File: src/rtl/regfile_scoreboard.sv
// Register file with two combinational read ports, one write port and a per-register busy scoreboard.
// Optional write-to-read forwarding is enabled by defining REGFILE_BYPASS_EN.
module regfile_scoreboard #(
    parameter int DATA_W   = 8,
    parameter int ADDR_W   = 2,
    parameter int ZERO_REG = 0,
    parameter int CNT_W    = 8
) (
    input  logic                     clk,
    input  logic                     reset,
    input  logic [ADDR_W-1:0]        rs,
    input  logic [ADDR_W-1:0]        rt,
    input  logic [ADDR_W-1:0]        rd,
    input  logic [DATA_W-1:0]        write_data,
    input  logic                     reg_write,
    input  logic                     rsv_en,
    input  logic [ADDR_W-1:0]        rsv_addr,
    output logic [DATA_W-1:0]        read_data1,
    output logic [DATA_W-1:0]        read_data2,
    output logic                     rd1_ready,
    output logic                     rd2_ready,
    output logic [(2**ADDR_W)-1:0]   busy,
    output logic [DATA_W-1:0]        out,
    output logic [CNT_W-1:0]         write_count,
    output logic                     rsv_conflict
);

    localparam int NUM_REGS = 2**ADDR_W;

    logic [DATA_W-1:0]   regs [NUM_REGS];
    logic [NUM_REGS-1:0] busy_nxt;
    logic                wr_eff;
    logic                rsv_eff;

    assign wr_eff  = reg_write && !((ZERO_REG != 0) && (rd == '0));
    assign rsv_eff = rsv_en && !((ZERO_REG != 0) && (rsv_addr == '0));

    // Returns {ready, data} for one read address.
    function automatic logic [DATA_W:0] read_port(input logic [ADDR_W-1:0] a);
        logic [DATA_W-1:0] d;
        logic              r;
        d = regs[a];
        r = ~busy[a];
`ifdef REGFILE_BYPASS_EN
        if (wr_eff && (rd == a)) begin
            d = write_data;
            r = (rsv_eff && (rsv_addr == a)) ? ~busy[a] : 1'b1;
        end
`endif
        if ((ZERO_REG != 0) && (a == '0)) begin
            d = '0;
            r = 1'b1;
        end
        return {r, d};
    endfunction

    always_comb begin
        {rd1_ready, read_data1} = read_port(rs);
        {rd2_ready, read_data2} = read_port(rt);
    end

    // Reserve is applied after the write clear so the new producer keeps ownership.
    always_comb begin
        busy_nxt = busy;
        if (wr_eff)
            busy_nxt[rd] = 1'b0;
        if (rsv_eff)
            busy_nxt[rsv_addr] = 1'b1;
    end

    always_ff @(posedge clk or posedge reset) begin
        if (reset) begin
            for (int i = 0; i < NUM_REGS; i++)
                regs[i] <= '0;
            busy         <= '0;
            out          <= '0;
            write_count  <= '0;
            rsv_conflict <= 1'b0;
        end else begin
            if (wr_eff) begin
                regs[rd]    <= write_data;
                out         <= write_data;
                write_count <= write_count + 1'b1;
            end
            busy         <= busy_nxt;
            rsv_conflict <= rsv_eff && busy[rsv_addr];
        end
    end

endmodule

File: config.mk
export PLATFORM = sky130hd
export DESIGN_NAME = regfile_scoreboard
export DESIGN_NICKNAME = d
export VERILOG_FILES = /design/src/rtl/regfile_scoreboard.sv
export SDC_FILE = /design/constraint.sdc
export NUM_CORES = 1
export LEC_CHECK = 0
export CAP_MARGIN = 20
export CORE_MARGIN = 2
export CORE_UTILIZATION = 49
export CTS_CLUSTER_SIZE = 40
export DETAILED_ROUTE_END_ITERATION = 8
export PLACE_DENSITY = 0.84
export SLEW_MARGIN = 20
export SYNTH_ARGS = -nofsm -noshare
export SYNTH_HDL_FRONTEND = slang
export SYNTH_SLANG_ARGS = --single-unit
File: constraint.sdc
create_clock -name clk -period 1.7 [get_ports clk]
set_input_delay 0.17 -clock clk [delete_from_list [all_inputs] [get_ports clk]]
set_output_delay 0.17 -clock clk [all_outputs]
set_load 0.1 [all_outputs]
==> summary.txt, run 1 <==
Status: finished, final reports clean
Final setup TNS: 0 ps
EDFF count, synth: 0
Vias per Instance: 5.58
Worst slew margin: 71.9%
Top-count cell post-synth: dfrtp_1
#FFs+latches synth: 53
Clock root buffer: clkbuf_8
Tmin final: 1680 ps
Max-Cap Viols: 0
Initial antenna violation count: 0
First-pass GRT wire length: 9370 um
Core Area: 4820 um2
Startpoint types: flip-flop
Placed inst area: 3540 um2
Ratio of cells with drive above 1 in the final layout: 59.2%
Critical Path AT: 1510 ps
Synth warnings: 0
Worst-margin pin slew: 421 ps
Placed Cells: 288
Utilization after layout: 76.1%
Num CTS Buffers: 5
FFs w/ async S/R, synth: 100%
Non-Filler Instances: 300
Largest net degree at the start of global routing: 23
Req. time, crit path: 1530 ps
DIE WIDTH: 75.2 um
Num rows: 25
Hold Slack: 198 ps
Syn avg cell area: 16.2 um2
Total Nets Final: 253
Hold Fails Final Rpt: 0
H-tree depth: 2
Setup WS post-layout: 15.8 ps
Die area: 5660 um2
Netlist Area Pre-Place: 2490 um2
Crit. End Element: output pin
Final max-slew violation count: 0
Initial Util: 51.6%
Wirelength per Cell: 19.3 um
Final setup fails: 0
Clock Sinks: 53
Synth Instances: 153
Post-DRT Antenna Nets: 0
DP HPWL: 4360 um
Synth top area share: 53.3%
VDD IR max: 1500 uV
Worst path max stage delay: 500 ps
Leading area contributor after synthesis: dfrtp_1
Port bufs: 58
Top FF cell, synth: dfrtp_1
GPL Wtd Cong: 0.843
Pre-CTS setup slack: -106 ps
Initial drt markers: 103
CP max-delay cell: mux4_2
Hold Buf Count CTS: 0
Synth top area cells: dfrtp_1, mux2_2, mux4_2
Leakage Power: 1.56 nW
Post-route DRC violation count: 0
Critical path fanouts, max: 4
Antenna Cells: 0
Reg clk slew, reported paths: 90 ps
Worst clock skew: 2.76 ps
Final non-filler cell area: 3670 um2
Vias: 1,675
Post-synth top cells: dfrtp_1, mux2_2, mux4_2, nand2_1
Number of global-route vias before repair: 1,788
RSZ-0062 raised after global routing: true
Total Wirelength: 5780 um
DRT Pass-1 Iters: 4
Clk_lat worst skew: 290 ps
Power Dens Cells: 1580 nW/um2
Cells along the critical path: mux4_2 > clkinvlp_4 > buf_12
CTS tree: done
Min-delay worst type: input pin to asynchronous set/reset pin
Area growth, synth to finish: 47.5%
Setup Crit Path Kind: flip-flop to output pin
Peak Freq: 0.594 GHz
Clk buf depth: 2
# IOs: 59
GRT overflow: 0
Tot GR Track Use: 22.7%
Seq/Total Area, Yosys: 53.3%
Overall power: 5.78 mW
Syn nets: 174
Crit share post-route: 99.1%
Die Ht: 75.2 um
Post-synth cell types: 21
## layout by cell type (no fill, tap or decap)
cell type        instances
dfrtp_1                 47
nand3_2                  1
mux2_2                  41
clkbuf_1                 2
ha_1                     1
xnor2_1                  5
inv_2                    1
and2_1                   1
nand3b_2                 2
o32ai_1                  1
inv_1                    2
clkinvlp_4               2
clkbuf_8                 6
buf_12                  31
clkdlybuf4s50_1         17
nor2_1                   1
nand4_1                  4
dlygate4sd2_1            2
a32o_1                   1
xor2_1                   2
buf_4                   26
mux4_2                  19
o21ai_0                  2
nor3b_4                  1
and3_1                   1
nand2_1                  6
buf_6                    2
dfrtp_2                  6
## layer usage
layer	vias to the layer above	GRT usage, %	routed length (um)
met4	0	5.46	82
met2	57	37.5	2940
met5	-	0	0
met3	9	4.28	272
li1	737	-	-
met1	872	31.6	2490
## sequential cells by signal (all words and copies together) (netlist names)
register      count
regs             32
rsv_conflict      1
busy              4
write_count       8
out               8
## kinds of logic (layout without fill, tap and decap cells)
| group | after synthesis | count (layout) | share of synthesized area [%] |
|---|---|---|---|
| xor+xnor | 7 | 7 | 2.47 |
| buf+inv | 11 | 91 | 2.11 |
| flops | 53 | 53 | 53.3 |
| mux | 60 | 60 | 35.8 |
| compound gates | 4 | 4 | 1.16 |
| simple gates | 17 | 17 | 4.63 |
| fa+ha+maj | 1 | 1 | 0.503 |
## critical path: cells and delay by family (launching register included)
family | cells | cell delay, ps
buf+inv | 2 | 260
flops | 1 | 450
mux | 1 | 500
## power by group
group          internal (mW)  switching (mW)  leakage [nW]
clock                  0.333           0.373        0.0455
combinational           1.23            2.03         0.892
sequential              1.53           0.295         0.625
total                   3.09            2.69          1.56
## timing repair
item,in CTS,in global routing
endpoints found under the hold margin,0,0
setup endpoints to repair,18,2
resized for setup,4,0
buffers inserted,3,1
## path summary, 6_finish.rpt
kind | start | to | slack, ps | depth (start not counted)
max | busy[0]$_DFF_PP0_ | rd1_ready | 20 | 3
min | reset | regs[1]$_DFFE_PP0P_ | 200 | 2
max reg2reg | busy[3]$_DFF_PP0_ | rsv_conflict$_DFF_PP0_ | 350 | 3
min reg2reg | out[2]$_DFFE_PP0P_ | out[2]$_DFFE_PP0P_ | 520 | 1
max in group asynchronous | reset | write_count[1]$_DFFE_PP0P_ | 940 | 3
min in group clk | out[2]$_DFFE_PP0P_ | out[2]$_DFFE_PP0P_ | 520 | 1
## layout make-up
type                    instances  area (um2)
repair buffers                 78        1030
fillers                       296        1150
well taps                      67        83.8
inverters                       5        26.3
multi-input cells              89        1110
clock buffers                   8        90.1
flip-flops and latches         53        1330
(Power assumes the default switching activity.)
==> run 2, diff against run 1 <==
--- a/config.mk
+++ b/config.mk
@@ -6,6 +6,7 @@
 export NUM_CORES = 1
 export LEC_CHECK = 0
 export CAP_MARGIN = 20
+export CORE_ASPECT_RATIO = 0.8
 export CORE_MARGIN = 2
 export CORE_UTILIZATION = 49
 export CTS_CLUSTER_SIZE = 40
@@ -15,3 +16,4 @@
 export SYNTH_ARGS = -nofsm -noshare
 export SYNTH_HDL_FRONTEND = slang
 export SYNTH_SLANG_ARGS = --single-unit
+export TNS_END_PERCENT = 20
==> summary.txt, run 2 (synthesis gave the netlist of run 1 again) <==
CTS tree: done
Ratio of cells with drive above 1 in the final layout: 58.8%
Hold Fails Final Rpt: 0
Status: finished, final reports clean
Port bufs: 58
Comb power frac: 56.8%
Clk buf depth: 2
Clock Sinks: 53
Number of global-route vias before repair: 1,764
Leakage Power: 1.61 nW
Req. time, crit path: 1530 ps
Worst-margin pin slew: 391 ps
Largest regs: regs x32, out x8, write_count x8
Vias per Instance: 5.62
Setup Crit Path Kind: flip-flop to output pin
Sw power: 2.72 mW
Critical Path AT: 1510 ps
Clock share of power: 12.0%
Overall power: 5.79 mW
Final max-slew violation count: 0
Num rows: 23
Hold Buf Count CTS: 0
DIE WIDTH: 83.6 um
Wirelength per Cell: 19.5 um
DP HPWL: 4010 um
# IOs: 59
Post-route DRC violation count: 0
Leading cell type in the layout, fill and taps excluded: dfrtp_1
Final setup fails: 0
Antenna Cells: 0
Min-delay worst type: input pin to asynchronous set/reset pin
Fill cells: 304
Max-Cap Viols: 0
Total Nets Final: 253
Worst slew margin: 73.9%
Largest net degree at the start of global routing: 18
Reg clk slew, reported paths: 90 ps
Worst clock skew: 2.33 ps
Core Area: 4950 um2
Max FFs per register: 32
Crit share post-route: 99.0%
RSZ-0062 raised after global routing: true
Vias: 1,659
Die area: 5660 um2
Critical path fanouts, max: 4
GRT overflow: 0
First-pass GRT wire length: 9190 um
Initial antenna violation count: 0
Tot GR Track Use: 22.0%
Sw Share: 47.1%
Total Wirelength: 5760 um
Die Ht: 67.7 um
H-tree depth: 2
Int Pwr: 3.06 mW
Most flop-heavy register: regs
Startpoint types: flip-flop
Seq pwr share: 31.2%
GPL Wtd Cong: 0.731
Clock root buffer: clkbuf_8
Num CTS Buffers: 5
Peak Freq: 0.594 GHz
Hold Slack: 161 ps
Initial Util: 50.2%
Area growth, synth to finish: 50.1%
Crit. End Element: output pin
Most frequent cells in the layout: dfrtp_1, mux2_2, buf_12, buf_4, mux4_2
Power Dens Cells: 1550 nW/um2
Initial drt markers: 91
Tmin final: 1680 ps
DRT Pass-1 Iters: 4
VDD IR max: 927 uV
Post-DRT Antenna Nets: 0
Clk_lat worst skew: 300 ps
run 2: final timing paths:
path / startpoint / end / slack [ps] / cells after the start
max reg2reg: busy[3]$_DFF_PP0_ / rsv_conflict$_DFF_PP0_ / 400 / 3
min: reset / regs[5]$_DFFE_PP0P_ / 160 / 2
min in group clk: write_count[7]$_DFFE_PP0P_ / write_count[7]$_DFFE_PP0P_ / 490 / 1
max in group asynchronous: reset / regs[15]$_DFFE_PP0P_ / 1010 / 3
max: busy[2]$_DFF_PP0_ / rd1_ready / 20 / 3
min reg2reg: write_count[7]$_DFFE_PP0P_ / write_count[7]$_DFFE_PP0P_ / 490 / 1
run 2: worst max-delay path, cell delays in order (launching register included):
cell,delay (ps)
dfrtp_2,440
mux4_2,500
clkinvlp_4,100
buf_12,160
run 2: power groups by stage:
stage	sequential, mW	combinational [mW]	clock, mW
2_1_floorplan	2.55	1.31	0
3_3_place_gp	1.81	3.20	0
3_5_place_dp	1.83	3.23	0
4_1_cts	1.80	3.30	0.700
5_1_grt	1.83	3.38	0.759
6_report	1.80	3.29	0.696
run 2: cell type report:
cell class              count  area (um2)  area share (%)
clock inverters             2        10.0           0.268
well taps                  62        77.6            2.08
repair buffers             78        1110            29.6
inverters                   5        26.3           0.704
flip-flops and latches     53        1330            35.7
clock buffers               6        72.6            1.95
multi-input cells          89        1110            29.7
run 2: per-layer routing:
layer	vias up	routed length (um)	GRT usage, %	part of all wire (%)
met5	-	0	0	0
li1	734	-	-	-
met2	62	2850	36.6	49
met1	857	2460	28.6	43
met3	6	384	5.50	6.7
met4	0	65	8.27	1.1
run 2: timing repair:
item | in CTS | in global routing
setup buffers | 5 | 1
cloned | 2 | 0
endpoints found under the setup margin | 18 | 2
gates resized for setup | 2 | 0
run 2: through the flow:
| stage | setup WS [ps] | util [%] | TNS (ps) | cells | area (um2) |
|---|---|---|---|---|---|
| floorplan | -16.9 | - | -16.9 | 153 | 2500 |
| global placement | -107 | 71.5 | -882 | 279 | 3540 |
| detailed placement | -113 | 71.5 | -894 | 279 | 3540 |
| CTS | -1.46 | 75.2 | -1.46 | 294 | 3720 |
| global route | -14.2 | 75.4 | -26.1 | 295 | 3730 |
| finish | 16.7 | 75.4 | 0 | 295 | 3730 |
==> run 3, diff against run 2 <==
--- a/config.mk
+++ b/config.mk
@@ -12,6 +12,7 @@
 export CTS_CLUSTER_SIZE = 40
 export DETAILED_ROUTE_END_ITERATION = 8
 export PLACE_DENSITY = 0.84
+export SETUP_SLACK_MARGIN = 0.02
 export SLEW_MARGIN = 20
 export SYNTH_ARGS = -nofsm -noshare
 export SYNTH_HDL_FRONTEND = slang
==> summary.txt, run 3 (synthesis gave the netlist of run 1 again) <==
Status: finished, final reports clean
Critical Path AT: 1510 ps
Die area: 5660 um2
Setup WS post-layout: 24.3 ps
Num rows: 23
# IOs: 59
Clk_lat worst skew: 300 ps
Total Nets Final: 253
Die Ht: 67.7 um
Pre-CTS setup slack: -113 ps
Worst r2r path cells: 3
Wirelength per Cell: 19.9 um
Vias: 1,694
Startpoint types: flip-flop
Final setup TNS: 0 ps
Crit share post-route: 98.6%
Area growth, synth to finish: 50.2%
Req. time, crit path: 1530 ps
Post-route DRC violation count: 0
Clock Sinks: 53
H-tree depth: 2
CTS tree: done
GPL Wtd Cong: 0.731
Number of global-route vias before repair: 1,788
Core Area: 4950 um2
Setup Crit Path Kind: flip-flop to output pin
Post-DRT Antenna Nets: 0
Worst path max stage delay: 500 ps
Initial drt markers: 95
Hold Slack: 158 ps
Clock root buffer: clkbuf_8
Most frequent cells in the layout: dfrtp_1, mux2_2, buf_12, buf_4, mux4_2
DIE WIDTH: 83.6 um
GRT overflow: 0
Placed Cells: 279
Leading cell type in the layout, fill and taps excluded: dfrtp_1
Max-Cap Viols: 0
Tmin final: 1680 ps
RSZ-0062 raised after global routing: true
Utilization after layout: 75.4%
Power Dens Cells: 1550 nW/um2
Critical path fanouts, max: 3
Peak Freq: 0.597 GHz
Num CTS Buffers: 5
Fill cells: 301
Worst clock skew: 1.76 ps
Leakage Power: 1.61 nW
Largest regs: regs x32, out x8, write_count x8
Crit. End Element: output pin
Overall power: 5.80 mW
Reg-to-reg critical path startpoint: busy[3]$_DFF_PP0_
CP delay by family, top: multiplexers
Clk buf depth: 2
Non-Filler Instances: 295
R2R Setup Slk: 400 ps
Initial Util: 50.2%
Largest net degree at the start of global routing: 18
Cells along the critical path: mux4_2 > clkinvlp_4 > buf_12
Final max-slew violation count: 0
Worst slew margin: 73.6%
Placed inst area: 3540 um2
Final non-filler cell area: 3730 um2
CP max-delay cell: mux4_2
Vias per Instance: 5.74
Port bufs: 58
Worst-margin pin slew: 395 ps
Final setup fails: 0
DRT Pass-1 Iters: 4
CP startpoint: busy[3]$_DFF_PP0_
Total Wirelength: 5880 um
Initial antenna violation count: 0
Bufs and invs on worst path: 2
Reg-to-reg endpoint: rsv_conflict$_DFF_PP0_
Min-delay worst type: input pin to asynchronous set/reset pin
Hold Fails Final Rpt: 0
Tot GR Track Use: 22.2%
Max FFs per register: 32
Ratio of cells with drive above 1 in the final layout: 58.8%
Reg clk slew, reported paths: 100 ps
First-pass GRT wire length: 9380 um
Antenna Cells: 0
Most flop-heavy register: regs
DP HPWL: 4010 um
VDD IR max: 950 uV
==> run 3: cell types whose count changed in the layout (fill, tap and decap cells not counted) <==
cell	delta
dlygate4sd2_1	-2
clkdlybuf4s15_1	+2
==> run 3: worst max-delay path by stage <==
stage,slack (ps),depth (start not counted),to
3_3_place_gp,-110,5,rd2_ready
4_1_cts,40,3,rd1_ready
6_report,20,3,rd1_ready
2_1_floorplan,-20,3,write_count[6]$_DFFE_PP0P_
5_1_grt,-3,3,rd2_ready
3_5_place_dp,-110,5,rd1_ready
==> run 3: timing repair <==
| item | 4_1_cts | 5_1_grt |
|---|---|---|
| resized for setup | 2 | 2 |
| buffers inserted | 6 | 0 |
| cloned | 2 | 0 |
| setup endpoints to repair | 18 | 8 |
| hold buffers | 0 | 0 |
==> run 3: where the power goes <==
group	internal [mW]	switching (mW)	total, mW
registers	1.52	0.281	1.80
clock network	0.287	0.415	0.702
logic	1.26	2.04	3.29
==> run 3: per-layer routing <==
metal  vias up  track usage [%]  wire, um  share of wire, %
met2        61             36.0      2840                48
met3        13             5.50       378               6.4
met5         -                0         0                 0
met1       886             29.5      2520                43
li1        734                -         -                 -
met4         0             8.87       143               2.4
==> run 3: area by class of cell <==
cell class | instances | area [um2] | share of cell area (%)
well taps | 62 | 77.6 | 2.08
repair buffers | 78 | 1110 | 29.7
multi-input cells | 89 | 1110 | 29.7
clock inverters | 2 | 10.0 | 0.268
flip-flops and latches | 53 | 1330 | 35.7
clock buffers | 6 | 72.6 | 1.94
inverters | 5 | 26.3 | 0.704
